<file path="config.mk">
export PLATFORM = sky130hd
export DESIGN_NAME = bitslip_align
export DESIGN_NICKNAME = d
export VERILOG_FILES = /design/src/rtl/bitslip_align_pkg.sv /design/src/rtl/bitslip_align.sv
export SDC_FILE = /design/constraint.sdc
export NUM_CORES = 1
export LEC_CHECK = 0
export ABC_AREA = 1
export ABC_CLOCK_PERIOD_IN_PS = 2100
export BUFFER_PORTS_ARGS = -buffer_cell sky130_fd_sc_hd__buf_2
export CORE_ASPECT_RATIO = 1.2
export CORE_UTILIZATION = 34
export DETAILED_ROUTE_END_ITERATION = 10
export GPL_ROUTABILITY_DRIVEN = 0
export PLACE_DENSITY = 0.6
export SETUP_SLACK_MARGIN = 0.15
export SYNTH_ARGS = -nofsm -noshare
export SYNTH_HDL_FRONTEND = slang
export SYNTH_SLANG_ARGS = --single-unit
</file>
<file path="constraint.sdc">
create_clock -name CLKDIV -period 2.1 [get_ports CLKDIV]
set_input_delay 0.42 -clock CLKDIV [delete_from_list [all_inputs] [get_ports CLKDIV]]
set_output_delay 0.42 -clock CLKDIV [all_outputs]
set_load 0.05 [all_outputs]
</file>
<file path="src/rtl/bitslip_align_pkg.sv">
// bitslip_align_pkg
//   Shared definitions for the bitslip word aligner:
//     state_t            - aligner FSM state encoding
//     TRAIN_PATTERN_DEF  - default training word (8'hF0)
//     CNT_W              - width of the settle/match/miss counters
package bitslip_align_pkg;

    localparam logic [7:0] TRAIN_PATTERN_DEF = 8'hF0;
    localparam int         CNT_W             = 4;

    typedef enum logic [2:0] {
        IDLE   = 3'd0,
        SETTLE = 3'd1,
        CHECK  = 3'd2,
        SLIP   = 3'd3,
        LOCKED = 3'd4,
        FAIL   = 3'd5
    } state_t;

endpackage

</file>
<file path="src/rtl/bitslip_align.sv">
// bitslip_align
//   Word aligner for a serdes deserializer. It pulses BITSLIP to the upstream
//   deserializer one slip at a time, waits for the data to settle, and looks
//   for MATCH_COUNT consecutive copies of TRAIN_PATTERN. After eight fruitless
//   slip positions it flags fail_o and keeps scanning.
//
//   Optional feature: define BITSLIP_ALIGN_LOCK_MON_EN to keep watching the
//   data while locked; MISS_LIMIT consecutive mismatches drop lock and slip.
//   Without it, LOCKED is held until realign_i or reset.
//
//   Ports
//     CLKDIV      in   divided word clock (sole clock)
//     RST_N       in   synchronous active-low reset
//     data_i      in   [7:0] parallel word from the deserializer
//     realign_i   in   one-cycle request to restart alignment
//     bitslip_o   out  one-cycle pulse to the deserializer BITSLIP input
//     data_o      out  [7:0] data_i delayed by one cycle
//     valid_o     out  data_o is word-aligned
//     locked_o    out  alignment achieved
//     fail_o      out  sticky: eight slip positions tried without lock
//     slip_cnt_o  out  [2:0] current slip position, modulo 8
//
//   state  | meaning
//   IDLE   | one cycle after reset before the first settle window
//   SETTLE | waiting SETTLE_CYCLES for the deserializer output to settle
//   CHECK  | comparing data_i against TRAIN_PATTERN, counting matches
//   SLIP   | bitslip_o high for one cycle, position advances
//   LOCKED | alignment found, data_o is valid
//   FAIL   | all eight positions missed; flag it and keep scanning
module bitslip_align
    import bitslip_align_pkg::*;
#(
    parameter logic [7:0] TRAIN_PATTERN = TRAIN_PATTERN_DEF,
    parameter int         SETTLE_CYCLES = 3,
    parameter int         MATCH_COUNT   = 4,
    parameter int         MISS_LIMIT    = 4
) (
    input  logic       CLKDIV,
    input  logic       RST_N,
    input  logic [7:0] data_i,
    input  logic       realign_i,
    output logic       bitslip_o,
    output logic [7:0] data_o,
    output logic       valid_o,
    output logic       locked_o,
    output logic       fail_o,
    output logic [2:0] slip_cnt_o
);

    generate
        if (SETTLE_CYCLES < 2 || SETTLE_CYCLES > 15 ||
            MATCH_COUNT   < 1 || MATCH_COUNT   > 15 ||
            MISS_LIMIT    < 1 || MISS_LIMIT    > 15) begin : g_param_err
            $error("bitslip_align: parameter out of range");
        end
    endgenerate

    // Settle timer is a down-counter loaded on entry; CHECK starts at zero.
    localparam logic [CNT_W-1:0] SETTLE_LOAD = CNT_W'(SETTLE_CYCLES - 1);
    localparam logic [CNT_W-1:0] MATCH_LAST  = CNT_W'(MATCH_COUNT - 1);

    state_t           state;
    state_t           state_nx;
    logic [CNT_W-1:0] settle_cnt;
    logic [CNT_W-1:0] match_cnt;
    logic [2:0]       slip_cnt;
    logic             fail_q;
    logic             pattern_hit;

`ifdef BITSLIP_ALIGN_LOCK_MON_EN
    localparam logic [CNT_W-1:0] MISS_LAST = CNT_W'(MISS_LIMIT - 1);
    logic [CNT_W-1:0] miss_cnt;
`endif

    assign pattern_hit = (data_i == TRAIN_PATTERN);

    always_comb begin
        state_nx = state;
        case (state)
            IDLE:   state_nx = SETTLE;
            SETTLE: if (settle_cnt == '0) state_nx = CHECK;
            CHECK: begin
                if (pattern_hit) begin
                    if (match_cnt == MATCH_LAST) state_nx = LOCKED;
                end else if (slip_cnt == 3'd7) begin
                    state_nx = FAIL;
                end else begin
                    state_nx = SLIP;
                end
            end
            SLIP:   state_nx = SETTLE;
            LOCKED: begin
`ifdef BITSLIP_ALIGN_LOCK_MON_EN
                if (!pattern_hit && miss_cnt == MISS_LAST) state_nx = SLIP;
`endif
            end
            FAIL:   state_nx = SLIP;
            default: state_nx = IDLE;
        endcase
        // Realign overrides everything, including lock completion.
        if (realign_i) state_nx = SETTLE;
    end

    always_ff @(posedge CLKDIV) begin
        if (!RST_N) begin
            state      <= IDLE;
            settle_cnt <= '0;
            match_cnt  <= '0;
            slip_cnt   <= '0;
            fail_q     <= 1'b0;
            valid_o    <= 1'b0;
            data_o     <= 8'h00;
`ifdef BITSLIP_ALIGN_LOCK_MON_EN
            miss_cnt   <= '0;
`endif
        end else begin
            state   <= state_nx;
            data_o  <= data_i;
            valid_o <= (state_nx == LOCKED);

            if (state_nx == SETTLE && (state != SETTLE || realign_i))
                settle_cnt <= SETTLE_LOAD;
            else if (state == SETTLE && settle_cnt != '0)
                settle_cnt <= settle_cnt - 1'b1;

            if (state == CHECK && !realign_i && pattern_hit)
                match_cnt <= match_cnt + 1'b1;
            else
                match_cnt <= '0;

            // The slip out of FAIL takes position 7 back round to 0, which
            // FAIL has already recorded, so that slip does not count again.
            if (realign_i || state_nx == FAIL)
                slip_cnt <= 3'd0;
            else if (state_nx == SLIP && state != FAIL)
                slip_cnt <= slip_cnt + 3'd1;

            if (realign_i || state_nx == LOCKED)
                fail_q <= 1'b0;
            else if (state_nx == FAIL)
                fail_q <= 1'b1;

`ifdef BITSLIP_ALIGN_LOCK_MON_EN
            if (state == LOCKED && state_nx == LOCKED && !pattern_hit)
                miss_cnt <= miss_cnt + 1'b1;
            else
                miss_cnt <= '0;
`endif
        end
    end

    assign bitslip_o  = (state == SLIP);
    assign locked_o   = (state == LOCKED);
    assign fail_o     = fail_q;
    assign slip_cnt_o = slip_cnt;

endmodule

</file>
; ---- Word-level counts from Yosys, hierarchy flattened
; Index checks and enable logic that the tools add are counted.
[totals]
register_bits = 24
inputBits = 11
[classes]
bitwise_logic = 1
reduce_logical = 18
n_eq_ne = 14
add_sub_neg = 3
n_mux = 8
[op_table]
columns = cell, count
row1 = 3-bit equality test (second input constant), 5
row2 = 3-bit 2-to-1 mux, 5
row3 = 3-bit one-hot mux with 5 select lines, 1
row4 = 3-bit by 2-bit equality test with 1-bit output (second input constant), 3
row5 = 8-bit equality test (second input constant), 1
row6 = 2-bit OR reduction, 4
row7 = 3-bit by 1-bit equality test with 1-bit output (second input constant), 2
row8 = 1-bit logical AND, 5
row9 = 4-bit by 1-bit adder with 4-bit output (second input constant), 1
row10 = 4-bit by 2-bit equality test with 1-bit output (second input constant), 1
row11 = 4-bit logical NOT, 1
row12 = 2-bit 2-to-1 mux, 2
row13 = 4-bit nonzero test, 1
row14 = 4-bit by 1-bit subtractor with 4-bit output (second input constant), 1
row15 = 3-bit by 1-bit adder with 3-bit output (second input constant), 1
row16 = 3-bit logical NOT, 1
row17 = 1-bit logical OR, 3
row18 = 3-bit by 1-bit inequality test with 1-bit output (second input constant), 1
row19 = 3-bit inequality test (second input constant), 1
row20 = 2-bit AND reduction, 1
row21 = 2-bit nonzero test, 1
row22 = 1-bit logical NOT, 1
row23 = 1-bit inverter, 1

; ---- Depth between registers and ports, before layout
[logic_depth]
depth_word = 8
depth_mapped = 11
ltp_nobuf = 11

; ---- Least setup slack after synthesis
; Ideal clock, no wire load.
[synth_timing]
path_kind = reg-to-reg
startpoint = register state[2]
endpoint = register fail_q, in the netlist fail_o
path_stages_with_launch = 8
path_slack_ns = -0.191
required_time_ns = 1.984
path_buffers = 0
setup_ns = 0.116
arrival_ns = 2.175
synth_period_minus_slack_ns = 2.291
cell_sequence = dfxtp_1 inv_2 nor3_1 nor2_1 nand2_1 nand3_1 or2_1 o211a_1
[synth_between]
word_cells_on_any_way = 16
classes_between = 7 x eq/ne / 5 x mux / 4 x reduce/logical
[synth_rtl]
columns = item, line
row1 = start: declaration, bitslip_align.sv:62  ; state_t state;
row2 = start signal: assignment, bitslip_align.sv:117  ; state <= state_nx;
row3 = 3-bit equality test *, --
row4 = via locked_o, bitslip_align.sv:45  ; output logic locked_o,
row5 = 3-bit one-hot mux with 5 select lines *, bitslip_align.sv:79  ; case (state)
row6 = 3-bit 2-to-1 mux *, bitslip_align.sv:101  ; if (realign_i) state_nx = SETTLE;
row7 = 3-bit equality test, bitslip_align.sv:138  ; if (realign_i || state_nx == LOCKED)
row8 = 1-bit logical OR, bitslip_align.sv:138
row9 = 2-bit OR reduction (no line), --
row10 = end signal: assignment, bitslip_align.sv:110  ; fail_q <= 1'b0;
row11 = end signal: assignment, bitslip_align.sv:139  ; fail_q <= 1'b0;
row12 = end signal: assignment, bitslip_align.sv:141  ; fail_q <= 1'b1;
row13 = end: declaration, bitslip_align.sv:67  ; logic fail_q;
; The timed path passes the listed nets; every way through them passes the cells marked *.
; A chain may end at the register's enable or synchronous reset.

; ---- Final worst setup path
[layout_timing]
startpoint = register state[1]
endpoint = output bitslip_o
[layout_between]
elab_chain_len = 1
[layout_rtl]
columns = item, line
row1 = 3-bit by 2-bit equality test with 1-bit output, bitslip_align.sv:152  ; assign bitslip_o = (state == SLIP);
row2 = end: declaration, bitslip_align.sv:42  ; output logic bitslip_o,
; No other way between the ends.

==> metrics.md <==
| Metric | Value |
|---|---|
| Final core utilization | 43.5% |
| Most common flop cell mapped by yosys | dfxtp_1 |
| Unrepaired setup endpoints after global routing | no |
| Status | finished, final reports clean |
| Setup violations, final | 0 |
| CTS resizes | 0 |
| Slew @ Worst Pin | ~0.28 ns |
| Placed instance area | 1310 sq um |
| Fin nets | 201 |
| I/O pin count | 26 |
| Top cell type's share of synthesized area | 42.1% |
| Largest cells by area after synthesis | dfxtp_1 (42%), nand2_1 (11%), inv_1 (9.2%) |
| Final TNS setup | 0 ns |
| Seq/Total Area, Yosys | 42.1% |
| CP cell instances | nand2_1 -> inv_1 -> nand2_1 -> inv_1 -> buf_2 |
| DRC viols | 0 |
| First-pass GRT wire length | ~3.6 mm |
| Crit. End Element | output port |
| # diodes | 0 |
| Die area | 3590 sq um |
| Required @ worst endpoint | 1.68 ns |
| Total global routing track utilization | 14.0% |
| Post-CTS Setup Inserts | 0 |
| DP HPWL | 1.88 mm |
| Drt total wl | ~2.3 mm |
| CP arrival | 1.33 ns |
| CTS Buf Count | 3 |
| Hold buffers post-CTS | 0 |
| Initial Utilization | 36.4% |
| Synthesized area | 1140 sq um |
| Tightest slew margin relative to the limit | 81.0% |
| Tcrit/Tclk final | a little over four fifths |
| Layout fillers | 331 |
| Largest area contributor in the netlist | dfxtp_1 |
| Commonest cells in the netlist | nand2_1 (33), inv_1 (28), dfxtp_1 (24) |
| Pwr Total | 1.01 mW |
| Post-synth EDFFs | 0 |
| CTS tree | yes |
| Post-layout worst setup margin | around 0.35 ns |
| Fin area | approximately 1400 sq um |
| Initial antenna violation count | 0 |
| Peak supply drop | 0.365 mV |
| Crit-path slowest cell | dfxtp_1 |
| Pins over their slew limit | 0 |
| Most common cell in the netlist | nand2_1 |
| CTS clk-pin slew, worst paths | 0.14 ns |
| Max Cap Violations | 0 |
| Clock latency at the later pin of the worst-skew pair | about 0.32 ns |
| Synthesis Warnings | 0 |
| CTS H-tree lvls | 1 |
| Fin. Hold Viols | 0 |
| Chip width | about 55 microns |
| Crit path kind | flop to output port |
| CTS Sinks | 24 |
| DR iter-0 viols | 25 |
| Crit-path max FO | 5 |
| Mapped Nets | 172 |
| Asr flop ratio synth | 0% |
| Min Clock Period, post-route | roughly 1.8 ns |
| Chip height | 65.5 microns |
| Yosys reg bits | 24 |
| Root Driver | clkbuf_4 |
| Port Buf Inserts | 25 |
| Hold crit path type | primary input to flop |
| Drt via density | 4.55 |
| P_leak | 0.737 nW |
| Max stage delay on crit path | 0.49 ns |
| Synth cell types | 24 |
| Pre-antenna DRT Iters | 4 |
| Core Area | approximately 3100 sq um |
| F_max | 571 MHz |
| Synth-to-Final Area Change | 19.5% |
| Post-DRT Antenna Nets | 0 |
| Clock skew | 0.0144 ns |
| Startpoint Class | flop |
| Number of global-route vias before repair | 932 |
| PwrDens | 741 nW/um^2 |
| Num rows | 22 |
| Routed wire per std cell | 10.3 microns |
| Via count | around 1,000 |
| Clk buf depth | 2 |
| Largest net degree at the start of global routing | 15 |
| Setup WS pre-CTS | 0.374 ns |
| Avg Synthesized Cell Area | 7.27 sq um |
| Gr ovfl total | 0 |
| Share of cells above drive strength 1 | a little over a quarter |
| Gate Count Post-Synth | 157 |
## worst max-delay path, delay by kind of cell, from the launching register on
| family | cells | cell delay (ns) |
|---|---|---|
| flip-flops | 1 | 0.49 |
| buffers and inverters | 3 | 0.38 |
| AND/OR/NAND/NOR | 2 | 0.14 |
## through the flow
step | hold WS [ns] | std cells
after global placement | 0.433 | 217
after detailed placement | 0.438 | 217
after CTS | 0.292 | 221
after floorplan | 0.418 | 157
after global routing | 0.291 | 221
final | 0.299 | 221
## state kept, by name, indices dropped and copies added (netlist names)
| register | flops |
|---|---|
| settle_cnt | 4 |
| data_o | 8 |
| valid_o | 1 |
| slip_cnt_o | 3 |
| state | 3 |
| match_cnt | 4 |
| fail_o | 1 |
## final cells by class
class	count	area (sq um)	share of cell area (%)
well taps	36	45.0	3.30
clock inverters	1	30.0	2.20
clock buffers	3	22.5	1.65
multi-input cells	100	541	39.6
inverters	32	120	8.81
flip-flops and latches	24	480	35.2
repair buffers	25	125	9.17
## path summary, 6_finish.rpt
path                               startpoint            end  slack [ns]  depth (start not counted)
worst max-delay path                 state[1]      bitslip_o        0.35                          5
worst min-delay path                data_i[1]      data_o[1]        0.30                          3
worst max register to register  slip_cnt_o[0]  slip_cnt_o[1]        0.38                         11
worst min register to register   match_cnt[0]   match_cnt[0]        0.45                          1
## cells in the final DEF (no fill, tap or decap), drive strengths merged
cell | synthesis | final
a21boi | 1 | 1
xnor2 | 1 | 1
o211a | 1 | 1
bufinv | 0 | 1
o21ai | 6 | 6
ha | 4 | 4
nor2 | 27 | 27
dfxtp | 24 | 24
clkbuf | 0 | 3
a21oi | 2 | 2
buf | 1 | 25
inv | 32 | 32
xor2 | 1 | 1
nand2 | 34 | 34
nand4 | 1 | 1
nand3 | 14 | 14
nor3 | 5 | 5
or2 | 3 | 3
## logic make-up after synthesis
| logic type | Yosys count | share of synthesized area [%] |
|---|---|---|
| buf+inv | 33 | 11.0 |
| fa+ha+maj | 4 | 4.39 |
| compound gates | 10 | 5.37 |
| simple gates | 84 | 35.6 |
| flops | 24 | 42.1 |
| xor+xnor | 2 | 1.54 |
## metal layers
layer / GRT usage (%) / wire, microns
met3: 2.78 / 78
met5: 0 / 0
met1: 14.4 / 949
met2: 25.5 / 1210
met4: 6.73 / 39
## power breakdown
part	total [mW]	internal, mW	switching [mW]
sequential	0.486	0.474	0.0120
combinational	0.188	0.0588	0.129
clock	0.336	0.193	0.143
Note: power is estimated with default switching activity, not from simulation.
